===== src/rtl/checksum_pkg.sv =====
// Shared types and constants for the cluster-checksum scheduler.
package checksum_pkg;

    localparam int FRAME_BYTES   = 24;
    localparam int CLUSTER_BYTES = 4;

    typedef enum logic [1:0] {
        IDLE,
        ACC,
        EMIT
    } state_t;

    // Two's-complement negation: sum of bytes plus this value wraps to zero.
    function automatic logic [7:0] cs_neg(input logic [7:0] b);
        return ~b + 8'd1;
    endfunction

endpackage


===== src/rtl/checksum_acc.sv =====
// 8-bit wrapping accumulator with clear/add-enable and a registered negated sum.
module checksum_acc
    import checksum_pkg::*;
(
    input  logic       clk,
    input  logic       rst,
    input  logic       clr,
    input  logic       add_en,
    input  logic       cap,
    input  logic [7:0] din,
    output logic [7:0] cs_data
);

    logic [7:0] acc;
    logic [7:0] sum;

    assign sum = acc + din;

    // NOTE: sequential state always uses non-blocking assignments so every
    // register samples the pre-edge values of its peers.
    always_ff @(posedge clk) begin
        if (rst) begin
            acc     <= 8'h00;
            cs_data <= 8'h00;
        end else begin
            if (clr)
                acc <= 8'h00;
            else if (add_en)
                acc <= sum;
            // Capture includes the byte being added this cycle.
            if (cap)
                cs_data <= cs_neg(sum);
        end
    end

endmodule


===== src/rtl/checksum_sched.sv =====
// Walks a captured frame one byte per clock and emits a checksum per cluster.
module checksum_sched
    import checksum_pkg::*;
#(
    parameter  int FRAME_BYTES_P   = FRAME_BYTES,
    parameter  int CLUSTER_BYTES_P = CLUSTER_BYTES,
    localparam int NCL             = FRAME_BYTES_P / CLUSTER_BYTES_P,
    localparam int CLW             = (NCL > 1) ? $clog2(NCL) : 1,
    localparam int FW              = FRAME_BYTES_P * 8
) (
    input  logic           clk,
    input  logic           rst,
    input  logic           in_valid,
    output logic           in_ready,
    input  logic [FW-1:0]  in_data,
    output logic           cs_valid,
    input  logic           cs_ready,
    output logic [7:0]     cs_data,
    output logic [CLW-1:0] cs_index,
    output logic           frame_done,
    output logic           busy
);

    localparam int BCW = (CLUSTER_BYTES_P > 1) ? $clog2(CLUSTER_BYTES_P) : 1;

    state_t         state, state_nx;
    logic [FW-1:0]  frame_sr;
    logic [BCW-1:0] byte_cnt;
    logic [CLW-1:0] cl_cnt;
    logic           accept, last_byte, last_cl, cs_hs;

    assign accept    = in_valid && in_ready;
    assign last_byte = (byte_cnt == BCW'(CLUSTER_BYTES_P - 1));
    assign last_cl   = (cl_cnt == CLW'(NCL - 1));
    assign cs_hs     = cs_valid && cs_ready;

    always_ff @(posedge clk) begin
        if (rst)
            state <= IDLE;
        else
            state <= state_nx;
    end

    // NOTE: every combinational output gets a default first so no path
    // through the case leaves it unassigned and infers a latch.
    always_comb begin
        state_nx = state;
        case (state)
            IDLE:    if (accept)                  state_nx = ACC;
            ACC:     if (last_byte)               state_nx = EMIT;
            EMIT:    if (cs_hs)                   state_nx = last_cl ? IDLE : ACC;
            default:                              state_nx = IDLE;
        endcase
    end

    always_comb begin
        in_ready = 1'b0;
        cs_valid = 1'b0;
        busy     = 1'b1;
        case (state)
            IDLE: begin
                in_ready = !rst;
                busy     = 1'b0;
            end
            EMIT:    cs_valid = 1'b1;
            default: ;
        endcase
    end

    // NOTE: the frame shift register is pure datapath overwritten on every
    // accept, so it carries no reset.
    always_ff @(posedge clk) begin
        if (accept)
            frame_sr <= in_data;
        else if (state == ACC)
            frame_sr <= {frame_sr[FW-9:0], 8'h00};
    end

    always_ff @(posedge clk) begin
        if (rst) begin
            byte_cnt   <= '0;
            cl_cnt     <= '0;
            cs_index   <= '0;
            frame_done <= 1'b0;
        end else begin
            frame_done <= cs_hs && last_cl;
            if (accept) begin
                byte_cnt <= '0;
                cl_cnt   <= '0;
            end else if (state == ACC) begin
                byte_cnt <= last_byte ? '0 : byte_cnt + BCW'(1);
                if (last_byte)
                    cs_index <= cl_cnt;
            end else if (cs_hs && !last_cl) begin
                cl_cnt <= cl_cnt + CLW'(1);
            end
        end
    end

    checksum_acc u_acc (
        .clk     (clk),
        .rst     (rst),
        .clr     (accept || (cs_hs && !last_cl)),
        .add_en  (state == ACC),
        .cap     ((state == ACC) && last_byte),
        .din     (frame_sr[FW-1 -: 8]),
        .cs_data (cs_data)
    );

endmodule


===== config.mk =====
export PLATFORM = sky130hd
export DESIGN_NAME = checksum_sched
export DESIGN_NICKNAME = d
export VERILOG_FILES = /design/src/rtl/checksum_pkg.sv /design/src/rtl/checksum_acc.sv /design/src/rtl/checksum_sched.sv
export SDC_FILE = /design/constraint.sdc
export NUM_CORES = 1
export LEC_CHECK = 0
export ABC_AREA = 1
export CAP_MARGIN = 40
export CORE_MARGIN = 5
export CORE_UTILIZATION = 50
export DETAILED_ROUTE_END_ITERATION = 8
export GPL_TIMING_DRIVEN = 0
export HOLD_SLACK_MARGIN = 0.06
export PLACE_DENSITY_LB_ADDON = 0.08
export SYNTH_ARGS = -nofsm -noshare
export SYNTH_HDL_FRONTEND = slang
export SYNTH_SLANG_ARGS = --single-unit

===== constraint.sdc =====
create_clock -name clk -period 9.4 [get_ports clk]
set_input_delay 1.88 -clock clk [delete_from_list [all_inputs] [get_ports clk]]
set_output_delay 1.88 -clock clk [all_outputs]
set_load 0.05 [all_outputs]

==> metrics.yaml <==
timing:
  setup_violations: 0
  fmax_ghz: 0.1883
  totalNegativeSetupSlack_ns: 0
  tightest_slew_ns: 0.7573
  slew_headroom_pct: 49.52
  hold_viol: 0
  fin_ws_ns: 4.089
  finalMaxSlewViolations: 0
  fin_crit_ns: 5.311
  fin_worst_skew_ns: 0.007618
  finalCritPeriodShare_pct: 56.50
  holdWs_ns: 0.4707
  grt_setup_unrepaired: "no"
floorplanning:
  start_util_pct: 50.63
  dieArea_mm2: 0.02255
  row_count: 51
  die_h_um: 150.2
  die_w_um: 150.2
  io-pin-count: 211
  coreArea_mm2: 0.01940
drt:
  via_count: 7334
  dr.pass1.iters: 4
  drc: 0
  antenna_left: 0
  drt-vias-per-instance: 4.686
  drt-initial-drc-count: 374
  wl_um: 22310
  avgRoutedWirePerCell_um: 14.26
logic_synthesis:
  yosys.area.top_type: "edfxtp_1"
  syn-mean-instance-area_um2: 9.426
  yosys-top-cells-area: "edfxtp_1 (59%), nand2_1 (23%), dfxtp_1 (5.5%)"
  netlist_area_mm2: 0.009822
  yosysWarnings: 0
  synth_cell_types: 27
  syn-num-nets: 1250
  synth.top_cell.area_share_pct: 58.70
  postSynthCellCount: 1042
  yosys_register_bits: 219
  ys_seq_area_share_pct: 64.20
clock_network:
  cts_hold_buf: 0
  post_cts_resized: 0
  htreeDepth: 1
  cts_setup_buffers: 0
  clkLatencyLatePin_ns: 0.50
  cts_max_path_buffers: 3
  numCtsBuffers: 24
  cts_tree: "done"
  path_clk_slew_ns: 0.06
  cts_num_sinks: 219
  cts_root_buf: "clkbuf_16"
finish:
  nets: 1490
  drive_gt1_share_pct: 7.846
  n_fill_cell: 1580
  antenna_cells: 0
  layout_commonest_cell: "nand2_1"
  syn_to_final_growth_pct: 35.08
  utilization_pct: 68.40
  final_cell_mix: "nand2_1 (608), clkdlybuf4s50_1 (210), edfxtp_1 (192)"
setup_path:
  crit_path_end_kind: "output pin"
  crit_path_start_kind: "primary input"
  regToRegStartpoint: "state[1]"
  endpoint: "in_ready"
  reg2reg_depth: 8
  worstSetupPathType: "in2out"
  r2r-end: "frame_sr[66]"
  worstPathArrival_ns: 3.43
  critPathRequiredTime_ns: 7.52
  r2r_slack_ns: 6.66
  startpoint: "rst"
  cp_max_fo: 5
place:
  gp_congestion: 0.8372
  pre_cts_ws_ns: 4.078
  numPortBuffers: 210
  dp_hpwl_um: 16470
grt:
  grt_remaining_overflow: 0
  grt_pass1_vias: 7213
  grt_use_total_pct: 19.65
  grt_max_degree: 48
  grt_antenna_before_repair: 0
  grt_pass1_wl_um: 34990
power_and_ir_drop:
  max-vdd-ir-drop_uv: 153.9
  p_per_area_mw_per_mm2: 196.8
  p_leak_nw: 5.844
run:
  drv_cap: 0
hold_path:
  hold_class: "reg2reg"
status:
  status: "finished clean"
-- worst min path at each step --
| stage | startpoint | end | slack (ns) | cells past startpoint |
|---|---|---|---|---|
| floorplan | u_acc.acc[0] | u_acc.acc[0] | 0.44 | 2 |
| global placement | u_acc.acc[0] | u_acc.acc[0] | 0.45 | 2 |
| detailed placement | u_acc.acc[0] | u_acc.acc[0] | 0.46 | 2 |
| finish | u_acc.acc[0] | u_acc.acc[0] | 0.47 | 2 |
| CTS | u_acc.acc[0] | u_acc.acc[0] | 0.47 | 2 |
| global route | u_acc.acc[0] | u_acc.acc[0] | 0.49 | 2 |
-- stage by stage --
step | cell area, um^2 | power, mW | cells
5_1_grt | 13270 | 2.729 | 1565
4_1_cts | 13270 | 2.634 | 1565
2_1_floorplan | 9822 | 1.423 | 1042
6_report | 13270 | 2.611 | 1565
3_3_place_gp | 12260 | 1.572 | 1517
3_5_place_dp | 12350 | 1.565 | 1521
-- sequential cells by signal (all words and copies together), names as in the netlist --
register,cells
byte_cnt,2
cl_cnt,3
cs_index,3
frame_done,1
frame_sr,192
state,2
u_acc.acc,8
u_acc.cs_data,8
-- worst max-delay path, stage by stage --
cell	delay (ns)
clkdlybuf4s50_1	0.56
nor2_4	0.18
clkdlybuf4s50_1	0.81
-- layout make-up --
| cell class | instances | area, um^2 | area share, % |
|---|---|---|---|
| Timing Repair Buffer | 214 | 2190 | 16.50 |
| Inverter | 53 | 198.9 | 1.499 |
| Multi-Input combinational cell | 725 | 3020 | 22.77 |
| Sequential cell | 219 | 6306 | 47.53 |
| Tap cell | 265 | 331.6 | 2.499 |
| Clock inverter | 17 | 264.0 | 1.990 |
| Buffer | 45 | 304.0 | 2.292 |
| Clock buffer | 27 | 653.1 | 4.923 |
-- cell usage after synthesis (all sizes together) --
master  instances
o21a            5
nor2           36
buf            42
o211ai          7
a21oi          15
xor2            1
fa              1
nand4           2
dfxtp          27
o21ai          11
inv            53
xnor2           1
clkbuf          3
nand3          21
a21o            1
nand2         613
ha             11
edfxtp        192
-- metal layers --
| metal | vias up | global-route usage (%) | share of wire (%) |
|---|---|---|---|
| li1 | 3824 | - | - |
| met1 | 3302 | 25.31 | 42 |
| met2 | 185 | 33.54 | 49 |
| met3 | 23 | 5.569 | 7.4 |
| met4 | 0 | 3.888 | 1.6 |
| met5 | - | 0 | 0 |
-- logic make-up (layout without fill, tap and decap cells) --
group                    after synthesis  after routing  synth area share (%)
adder cells (fa/ha/maj)               12             12                 1.605
AND/OR/NAND/NOR                      672            672                 26.46
AO/OA/AOI/OAI                         39             39                 2.433
buffers and inverters                 98            356                 5.121
XOR/XNOR                               2              2                0.1784
flip-flops                           219            219                 64.20
-- where the power goes --
group / switching [mW] / internal [mW]
combinational: 0.180 / 0.154
clock: 0.379 / 0.690
sequential: 0.0255 / 1.18
total: 0.584 / 2.03
(Power assumes the default switching activity.)
